## src/rtl/ps2_poly_decoder.sv

```systemverilog
// ps2_poly_decoder: parses the PS/2 byte stream (make, F0 break, E0 extended),
// tracks up to NUM_VOICES held note keys in voice slots, and turns control keys
// into single-cycle strobes or latched settings that ignore typematic repeat.
module ps2_poly_decoder #(
    parameter int NUM_VOICES = 4,
    parameter int NOTE_W     = 4,
    parameter int ADSR_SEL_W = 3,
    parameter int OD_W       = 2
) (
    input  logic                           CLOCK_50,
    input  logic                           resetn,
    input  logic [7:0]                     scan_code,
    input  logic                           scan_valid,
    output logic [NUM_VOICES*NOTE_W-1:0]   voice_note,
    output logic [NUM_VOICES-1:0]          voice_active,
    output logic [NUM_VOICES-1:0]          voice_on,
    output logic                           voice_full,
    output logic                           octave_minus_minus,
    output logic                           octave_plus_plus,
    output logic                           ADSR_minus_minus,
    output logic                           ADSR_plus_plus,
    output logic [ADSR_SEL_W-1:0]          ADSR_selector,
    output logic                           sine,
    output logic [OD_W-1:0]                overdrive,
    output logic                           hold
);

    localparam int SLOT_W   = (NUM_VOICES > 1) ? $clog2(NUM_VOICES) : 1;
    localparam int NUM_CTRL = 13;

    typedef enum logic [1:0] {
        IDLE    = 2'd0,
        BRK     = 2'd1,
        EXT     = 2'd2,
        EXT_BRK = 2'd3
    } parse_state_t;

    parse_state_t state;
    parse_state_t next_state;

    logic                do_make;
    logic                do_break;
    logic                note_hit;
    logic [NOTE_W-1:0]   note_idx;
    logic                ctrl_hit;
    logic [3:0]          ctrl_idx;
    logic                match_hit;
    logic [SLOT_W-1:0]   match_idx;
    logic                free_hit;
    logic [SLOT_W-1:0]   free_idx;

    logic [NOTE_W-1:0]   notes [NUM_VOICES];
    logic [NUM_VOICES-1:0] keydown;
    logic [NUM_CTRL-1:0] pressed;

    // Parser state register; reset aborts any partial F0/E0 sequence.
    always_ff @(posedge CLOCK_50 or negedge resetn) begin
        if (!resetn) begin
            state <= IDLE;
        end else begin
            state <= next_state;
        end
    end

    // Parser next state: prefix bytes move forward, any final byte returns to IDLE.
    always_comb begin
        next_state = state;
        if (scan_valid) begin
            case (state)
                IDLE: begin
                    if (scan_code == 8'hF0)      next_state = BRK;
                    else if (scan_code == 8'hE0) next_state = EXT;
                    else                         next_state = IDLE;
                end
                BRK:     next_state = IDLE;
                EXT:     next_state = (scan_code == 8'hF0) ? EXT_BRK : IDLE;
                EXT_BRK: next_state = IDLE;
                default: next_state = IDLE;
            endcase
        end
    end

    // Parser outputs: a plain make or plain break; extended keys produce neither.
    always_comb begin
        do_make  = 1'b0;
        do_break = 1'b0;
        if (scan_valid) begin
            if (state == IDLE && scan_code != 8'hF0 && scan_code != 8'hE0) do_make = 1'b1;
            if (state == BRK) do_break = 1'b1;
        end
    end

    // Map a scan code onto one of the twelve chromatic notes.
    always_comb begin
        note_hit = 1'b1;
        note_idx = '0;
        case (scan_code)
            8'h1C: note_idx = NOTE_W'(0);
            8'h1D: note_idx = NOTE_W'(1);
            8'h1B: note_idx = NOTE_W'(2);
            8'h24: note_idx = NOTE_W'(3);
            8'h23: note_idx = NOTE_W'(4);
            8'h2B: note_idx = NOTE_W'(5);
            8'h2C: note_idx = NOTE_W'(6);
            8'h34: note_idx = NOTE_W'(7);
            8'h35: note_idx = NOTE_W'(8);
            8'h33: note_idx = NOTE_W'(9);
            8'h3C: note_idx = NOTE_W'(10);
            8'h3B: note_idx = NOTE_W'(11);
            default: note_hit = 1'b0;
        endcase
    end

    // Map a scan code onto its bit in the control-key pressed bitmap.
    always_comb begin
        ctrl_hit = 1'b1;
        ctrl_idx = 4'd0;
        case (scan_code)
            8'h1A: ctrl_idx = 4'd0;
            8'h22: ctrl_idx = 4'd1;
            8'h21: ctrl_idx = 4'd2;
            8'h2A: ctrl_idx = 4'd3;
            8'h16: ctrl_idx = 4'd4;
            8'h1E: ctrl_idx = 4'd5;
            8'h26: ctrl_idx = 4'd6;
            8'h25: ctrl_idx = 4'd7;
            8'h2E: ctrl_idx = 4'd8;
            8'h36: ctrl_idx = 4'd9;
            8'h3D: ctrl_idx = 4'd10;
            8'h3E: ctrl_idx = 4'd11;
            8'h0D: ctrl_idx = 4'd12;
            default: ctrl_hit = 1'b0;
        endcase
    end

    // Find the lowest active slot holding this note and the lowest free slot.
    always_comb begin
        match_hit = 1'b0;
        match_idx = '0;
        free_hit  = 1'b0;
        free_idx  = '0;
        for (int i = NUM_VOICES - 1; i >= 0; i--) begin
            if (voice_active[i] && notes[i] == note_idx) begin
                match_hit = 1'b1;
                match_idx = SLOT_W'(i);
            end
            if (!voice_active[i]) begin
                free_hit = 1'b1;
                free_idx = SLOT_W'(i);
            end
        end
    end

    // Slot bookkeeping, control settings and single-cycle strobes.
    always_ff @(posedge CLOCK_50 or negedge resetn) begin
        if (!resetn) begin
            for (int i = 0; i < NUM_VOICES; i++) notes[i] <= '0;
            voice_active       <= '0;
            keydown            <= '0;
            pressed            <= '0;
            voice_on           <= '0;
            voice_full         <= 1'b0;
            octave_minus_minus <= 1'b0;
            octave_plus_plus   <= 1'b0;
            ADSR_minus_minus   <= 1'b0;
            ADSR_plus_plus     <= 1'b0;
            ADSR_selector      <= '0;
            sine               <= 1'b0;
            overdrive          <= '0;
            hold               <= 1'b0;
        end else begin
            voice_on           <= '0;
            voice_full         <= 1'b0;
            octave_minus_minus <= 1'b0;
            octave_plus_plus   <= 1'b0;
            ADSR_minus_minus   <= 1'b0;
            ADSR_plus_plus     <= 1'b0;

            if (do_make && note_hit) begin
                if (match_hit) begin
                    keydown[match_idx] <= 1'b1;
                end else if (free_hit) begin
                    voice_active[free_idx] <= 1'b1;
                    keydown[free_idx]      <= 1'b1;
                    notes[free_idx]        <= note_idx;
                    voice_on[free_idx]     <= 1'b1;
                end else begin
                    voice_full <= 1'b1;
                end
            end

            if (do_break && note_hit && match_hit) begin
                keydown[match_idx] <= 1'b0;
                if (!hold) voice_active[match_idx] <= 1'b0;
            end

            if (do_make && ctrl_hit && !pressed[ctrl_idx]) begin
                pressed[ctrl_idx] <= 1'b1;
                case (scan_code)
                    8'h1A: octave_minus_minus <= 1'b1;
                    8'h22: octave_plus_plus   <= 1'b1;
                    8'h21: ADSR_minus_minus   <= 1'b1;
                    8'h2A: ADSR_plus_plus     <= 1'b1;
                    8'h16: ADSR_selector      <= ADSR_SEL_W'(0);
                    8'h1E: ADSR_selector      <= ADSR_SEL_W'(1);
                    8'h26: ADSR_selector      <= ADSR_SEL_W'(2);
                    8'h25: ADSR_selector      <= ADSR_SEL_W'(3);
                    8'h2E: ADSR_selector      <= ADSR_SEL_W'(4);
                    8'h36: sine               <= ~sine;
                    8'h3D: overdrive          <= overdrive ^ OD_W'(1);
                    8'h3E: overdrive          <= overdrive ^ OD_W'(2);
                    8'h0D: begin
                        hold <= ~hold;
                        if (hold) begin
                            for (int i = 0; i < NUM_VOICES; i++) begin
                                if (!keydown[i]) voice_active[i] <= 1'b0;
                            end
                        end
                    end
                    default: ;
                endcase
            end

            if (do_break && ctrl_hit) begin
                pressed[ctrl_idx] <= 1'b0;
            end
        end
    end

    // Flatten the per-slot notes onto the packed output bus.
    always_comb begin
        voice_note = '0;
        for (int i = 0; i < NUM_VOICES; i++) begin
            voice_note[i*NOTE_W +: NOTE_W] = notes[i];
        end
    end

endmodule

```

## config.mk

```make
export PLATFORM = sky130hd
export DESIGN_NAME = ps2_poly_decoder
export DESIGN_NICKNAME = d
export VERILOG_FILES = /design/src/rtl/ps2_poly_decoder.sv
export SDC_FILE = /design/constraint.sdc
export NUM_CORES = 1
export LEC_CHECK = 0
export CAP_MARGIN = 30
export CORE_ASPECT_RATIO = 1.25
export CORE_MARGIN = 2
export CORE_UTILIZATION = 49
export CTS_CLUSTER_SIZE = 30
export DETAILED_ROUTE_END_ITERATION = 7
export PLACE_DENSITY = 0.73
export SYNTH_ARGS = -nofsm -noshare
export SYNTH_HDL_FRONTEND = slang
export SYNTH_SLANG_ARGS = --single-unit
```

## constraint.sdc

```tcl
create_clock -name CLOCK_50 -period 5.3 [get_ports CLOCK_50]
set_input_delay 1.59 -clock CLOCK_50 [delete_from_list [all_inputs] [get_ports CLOCK_50]]
set_output_delay 1.59 -clock CLOCK_50 [all_outputs]
set_load 0.005 [all_outputs]
```

==> metrics.md, run 1 <==
| Metric | Value |
|---|---|
| Post-route ant nets | 0 |
| Final nets | 395 |
| CP Max Fanout | 13 |
| Leakage | 0.00174 uW |
| # setup viols final | 0 |
| Routed WL | 7.90 mm |
| Die area | 7300 sq um |
| Total CTS buffers | 5 |
| Syn nets | 344 |
| Proportion of netlist area held by the largest area contributor | 0.424 |
| Power share of the combinational group | 0.195 |
| Routed len/inst | 16.7 um |
| Worst endpoint required time | 5.50 ns |
| Highest Clock Rate | 210 MHz |
| Worst Skew | 0.00445 ns |
| Worst R2R Setup Slack | 2.84 ns |
| Final period util | 0.898 |
| Critical Path End | voice_note[8]$_DFFE_PN0P_ |
| Die Span Y | 95.0 um |
| Primary FF master, synth | dfrtp_1 |
| Detail Placement HPWL | 5.91 mm |
| Cells after Synth | 333 |
| Final Hold Violating Endpoints | 0 |
| Total grt overflow | 0 |
| Worst R2R End | voice_note[8]$_DFFE_PN0P_ |
| Sequential share of power | 0.524 |
| Most frequent cell after synthesis | dfrtp_1 |
| Clk root buf | clkbuf_8 |
| CTS tree | built |
| Int Pwr | 643 uW |
| Pin count of the biggest net entering global routing | 56 |
| Worst slew pin tran | 0.672 ns |
| Number of global-route vias before repair | 2,729 |
| Worst rel slew slack | 0.552 |
| Core Region | 6480 sq um |
| Initial core utilization | 0.501 |
| First-iteration detailed-routing DRC count | 179 |
| Post-synth top cells | dfrtp_1 (55), nand2_1 (26), nor2_1 (25) |
| Worst r2r src | voice_note[14]$_DFFE_PN0P_ |
| Crit. Startpoint | scan_code[4] |
| Global-route wire length before repair | 13.7 mm |
| Async SR Flop Fraction | 1.00 |
| Sink Count | 55 |
| Net switching power | 248 uW |
| Clock insertion delay at the later pin of the skew report | 0.30 ns |
| Fin cells | 472 |
| Filler cell count | 595 |
| Area growth syn-to-layout | 21.1% |
| RSZ-0062 raised after global routing | false |
| Arr. time, crit path | 4.95 ns |
| Register area share after synthesis | 0.424 |
| Die width | 76.8 um |
| Clock power share | 0.281 |
| Placer Congestion | 0.882 |
| Postcts setup bufs | 0 |
| Cell Pwr Density | 227 nW/um^2 |
| Mapped Avg Cell Area | 9.75 sq um |
| Worst min path class | flip-flop to flip-flop |
| Switching part of the total | 0.278 |
| Remaining DRCs | 0 |
| Ys Warns | 0 |
| EDFF count, synth | 0 |
| Min cycle time layout | 4.76 ns |
| Fin. max-slew vios | 0 |
| Routed vias/inst | 5.76 |
| Post-cts sizing count | 0 |
| H-tree levels | 2 |
| IO Pins | 47 |
| CP endpoint kind | flip-flop |
| FP Rows | 33 |
| Worst hold start | overdrive[1]$_DFFE_PN0P_ |
| Max-cap viol count | 0 |
| VDD IR max | 166 uV |
| Placed insts | 464 |
| Clk slew on worst S/H paths | 0.09 ns |
| GR Util All Layers | 0.236 |
| Initial antenna violation count | 0 |
| Element type at the critical path start | primary input |
| Layout cells sized above 1 | 0.148 |
| #FFs+latches synth | 55 |
| Cts hold-fix bufs | 0 |
| Final TNS setup | 0 ns |
| Buffers on Ports | 46 |
| Synth area leader | dfrtp_1 |
| Worst-case clock buffer depth | 2 |
| Drt pass-1 iters | 4 |
| Hold_ws | 0.475 ns |
| Worst reg2reg path depth | 7 |
| Antenna fix cells | 0 |
| CP Class | primary input to flip-flop |
| Netlist Area Pre-Place | 3250 sq um |
| Netlist cell types | 64 |
| Status | finished, final reports clean |
| Area contributors post-synth | dfrtp_1 (42%), xnor2_1 (3.5%), mux2_2 (3.5%) |
| Vias | 2,717 |
==> layout make-up <==
class	instances	area (sq um)	share of cell area
Clock buffer	8	100	0.0255
Inverter	10	37.5	0.00955
Multi-Input combinational cell	247	1710	0.435
Sequential cell	55	1380	0.350
Tap cell	87	109	0.0277
Timing Repair Buffer	65	598	0.152
==> placed cells by master, fill, tap and decap left out, types with 3 or more instances in the layout <==
cell type and instances:
a21o_1 4, a21oi_1 18, a22oi_1 3, a2bb2oi_1 5
a311oi_1 4, a31oi_1 6, and2_1 5, and3_1 6
buf_4 19, clkbuf_8 7, clkdlybuf4s50_1 45, dfrtp_1 55
inv_1 10, mux2_2 10, mux2_4 3, mux2i_1 5
nand2_1 26, nand2b_1 5, nand3_1 11, nand4_1 3
nor2_1 25, nor3_1 11, nor3b_1 7, nor4_1 3
o21ai_0 11, o2bb2ai_1 3, or2_2 3, or3_1 3
xnor2_1 13, xor2_1 10
==> worst min path at each step <==
stage	cells past startpoint	slack, ns	end
after floorplan	2	0.46	state[1]$_DFFE_PN0P_
after global placement	1	0.46	overdrive[1]$_DFFE_PN0P_
after detailed placement	1	0.47	overdrive[1]$_DFFE_PN0P_
after CTS	1	0.48	overdrive[1]$_DFFE_PN0P_
after global routing	1	0.50	overdrive[1]$_DFFE_PN0P_
final	1	0.47	overdrive[1]$_DFFE_PN0P_
==> power groups by stage <==
stage                     clock network, uW  registers (uW)  logic (uW)
final                                   250             467         174
after global routing                    280             471         194
after CTS                               259             466         175
after detailed placement                  0             474         173
after global placement                    0             474         171
after floorplan                           0             470         108
==> cells by family after synthesis <==
kind of cell	count (synthesis)	synth area share
XOR/XNOR	23	0.0620
AO/OA/AOI/OAI	75	0.165
AND/OR/NAND/NOR	129	0.220
flip-flops	55	0.424
buffers and inverters	31	0.0513
multiplexers	20	0.0778
==> per-layer routing <==
layer  up-vias  wire [um]  track usage
met5         -          0            0
met4         0        169       0.0939
met1      1322       3280        0.286
met2        80       4160        0.422
met3        14        285       0.0388
li1       1301          -            -
==> critical path, stage by stage <==
cell and delay (ns):
clkdlybuf4s50_1 0.73, or2_1 0.26, a32oi_2 0.16, a211oi_4 0.38, xor2_1 0.21, nor4_1 0.11, or4b_1 0.56, buf_4 0.19
nor4_4 0.37, mux2_2 0.38
==> through the flow <==
step	utilization	worst slack [ns]	power [uW]	area (sq um)
global placement	0.591	0.343	645	3830
floorplan	-	0.837	578	3250
detailed placement	0.591	0.242	647	3830
global route	0.606	0.348	945	3930
finish	0.606	0.542	891	3930
CTS	0.606	0.557	900	3930
==> flip-flops by register name, indices dropped and copies added (netlist names) <==
signal,count
voice_note,16
pressed,13
keydown,4
voice_active,4
voice_on,4
ADSR_selector,3
overdrive,2
state,2
ADSR_minus_minus,1
ADSR_plus_plus,1
hold,1
octave_minus_minus,1
octave_plus_plus,1
sine,1
voice_full,1
(Power assumes the default switching activity.)
==> inputs of run 2 (changes only) <==
- CORE_UTILIZATION: 49 -> 35
- PLACE_DENSITY: 0.73 -> default
==> metrics.md, run 2 (synthesis results as in run 1) <==
| Metric | Value |
|---|---|
| Most common cell after layout, fill and taps aside | dfrtp_1 |
| Routed WL | 8.54 mm |
| Multi-input logic area | 1710 sq um |
| Post-cts sizing count | 0 |
| Leakage | 0.00178 uW |
| Fin. max-slew vios | 0 |
| Min cycle time layout | 4.72 ns |
| Worst slew pin tran | 0.699 ns |
| Final Hold Violating Endpoints | 0 |
| # setup viols final | 0 |
| Placer Congestion | 0.917 |
| Clock insertion delay at the later pin of the skew report | 0.29 ns |
| Worst min path class | flip-flop to flip-flop |
| First-iteration detailed-routing DRC count | 187 |
| Final core occ | 0.445 |
| CTS tree | built |
| Int Pwr | 703 uW |
| Die area | 10,100 sq um |
| Arr. time, crit path | 4.90 ns |
| CP Class | primary input to flip-flop |
| Clk root buf | clkbuf_16 |
| Worst endpoint required time | 5.48 ns |
| Buffers on Ports | 46 |
| Global-route wire length before repair | 14.2 mm |
| Initial antenna violation count | 0 |
| Final nets | 398 |
| Postcts setup bufs | 0 |
| Power share of the combinational group | 0.185 |
| RSZ-0062 raised after global routing | false |
| Switching part of the total | 0.284 |
| Area growth syn-to-layout | 24.5% |
| Highest Clock Rate | 212 MHz |
| Max-cap viol count | 0 |
| Element type at the critical path start | primary input |
| Final TNS setup | 0 ns |
| Antenna fix cells | 0 |
| Total CTS buffers | 5 |
| Die width | 90.1 um |
| Worst-path cell chain | clkdlybuf4s50_1 > buf_4 > xor2_1 > nand3_1 > a21oi_2 > xor2_1 > nor4_1 > or4b_1 > buf_4 > nor4_4 > mux2_2 |
| GR Util All Layers | 0.174 |
| IO Pins | 47 |
| Filler cell count | 916 |
| Vias | 2,768 |
| Post-route ant nets | 0 |
| Clock power share | 0.338 |
| H-tree levels | 2 |
| Detail Placement HPWL | 6.37 mm |
| PnR worst setup slack | 0.580 ns |
| Clk slew on worst S/H paths | 0.08 ns |
| Initial core utilization | 0.358 |
| Most frequent cells in the layout | dfrtp_1 (55), clkdlybuf4s50_1 (45), nand2_1 (26) |
| Number of flip-flops in the largest register | 16 |
| CP endpoint kind | flip-flop |
| Worst slack, placed | 0.299 ns |
| Worst rel slew slack | 0.534 |
| Routed vias/inst | 5.42 |
| Routed len/inst | 16.7 um |
| Core Region | 9080 sq um |
| Final Instance Area | 4040 sq um |
| Cts hold-fix bufs | 0 |
| Pin count of the biggest net entering global routing | 56 |
| Critical path's top delay family | simple AND/OR/NAND/NOR gates |
| Crit path buf inv count | 3 |
| VDD IR max | 158 uV |
| Sequential share of power | 0.478 |
| Number of global-route vias before repair | 2,821 |
| Max incr delay on CP | 0.56 ns |
| Layout cells sized above 1 | 0.157 |
| Total grt overflow | 0 |
| Worst-case clock buffer depth | 2 |
| CP Max Fanout | 16 |
| Die Span Y | 112 um |
| Remaining DRCs | 0 |
| Placed Area | 3900 sq um |
| FP Rows | 39 |
| CP max stage cell | or4b_1 |
| Cell Pwr Density | 243 nW/um^2 |
| Net switching power | 278 uW |
| Register area | 1380 sq um |
| Drt pass-1 iters | 4 |
| Final period util | 0.891 |
| Sink Count | 55 |
| Worst Skew | 0.00665 ns |
| Final Total Pwr | 981 uW |
| Status | finished, final reports clean |
run 2: cell count changes in the layout (fill, tap and decap cells not counted), sizes merged:
cell / previous run / this run
clkinv: 0 / 2
buf: 20 / 23
clkbuf: 8 / 5
inv: 10 / 11
run 2: layer usage:
layer / vias to the layer above / wire length (um) / global-route usage
met5: - / 0 / 0
met4: 0 / 250 / 0.0718
met3: 17 / 309 / 0.0217
met2: 91 / 4310 / 0.309
met1: 1341 / 3670 / 0.214
li1: 1319 / - / -
run 2: through the flow:
| step | std cells | hold slack (ns) |
|---|---|---|
| 2_1_floorplan | 333 | 0.462 |
| 3_3_place_gp | 503 | 0.464 |
| 3_5_place_dp | 503 | 0.465 |
| 4_1_cts | 511 | 0.476 |
| 5_1_grt | 511 | 0.494 |
| 6_report | 511 | 0.474 |
run 2: area by class of cell:
| class | count | area share |
|---|---|---|
| multi-input cells | 247 | 0.423 |
| flip-flops and latches | 55 | 0.340 |
| repair buffers | 68 | 0.154 |
| well taps | 123 | 0.0381 |
| clock buffers | 5 | 0.0310 |
| inverters | 10 | 0.00929 |
| clock inverters | 3 | 0.00464 |
run 2: power by group through the flow:
stage | logic, uW | clock network, uW | registers (uW)
final | 181 | 331 | 469
after global routing | 201 | 360 | 472
after CTS | 182 | 341 | 469
after detailed placement | 180 | 0 | 477
after global placement | 178 | 0 | 476
after floorplan | 108 | 0 | 470
run 2: final timing paths:
kind	from	end	slack [ns]	cells after the start
worst max-delay path	scan_code[3]	voice_note[10]$_DFFE_PN0P_	0.58	11
worst min-delay path	overdrive[1]$_DFFE_PN0P_	overdrive[1]$_DFFE_PN0P_	0.47	1
worst max register to register	voice_note[14]$_DFFE_PN0P_	voice_note[10]$_DFFE_PN0P_	2.80	7
worst min register to register	overdrive[1]$_DFFE_PN0P_	overdrive[1]$_DFFE_PN0P_	0.47	1
max in group asynchronous	resetn	voice_note[5]$_DFFE_PN0P_	3.40	2
min in group asynchronous	resetn	pressed[6]$_DFF_PN0_	1.42	2
run 2: worst reg2reg max path, cell delays in order (launching register included):
cell	delay, ns
dfrtp_1	0.44
a211o_1	0.29
nand4_1	0.08
nor3_1	0.07
or4b_1	0.54
buf_4	0.19
nor4_4	0.40
mux2_2	0.38
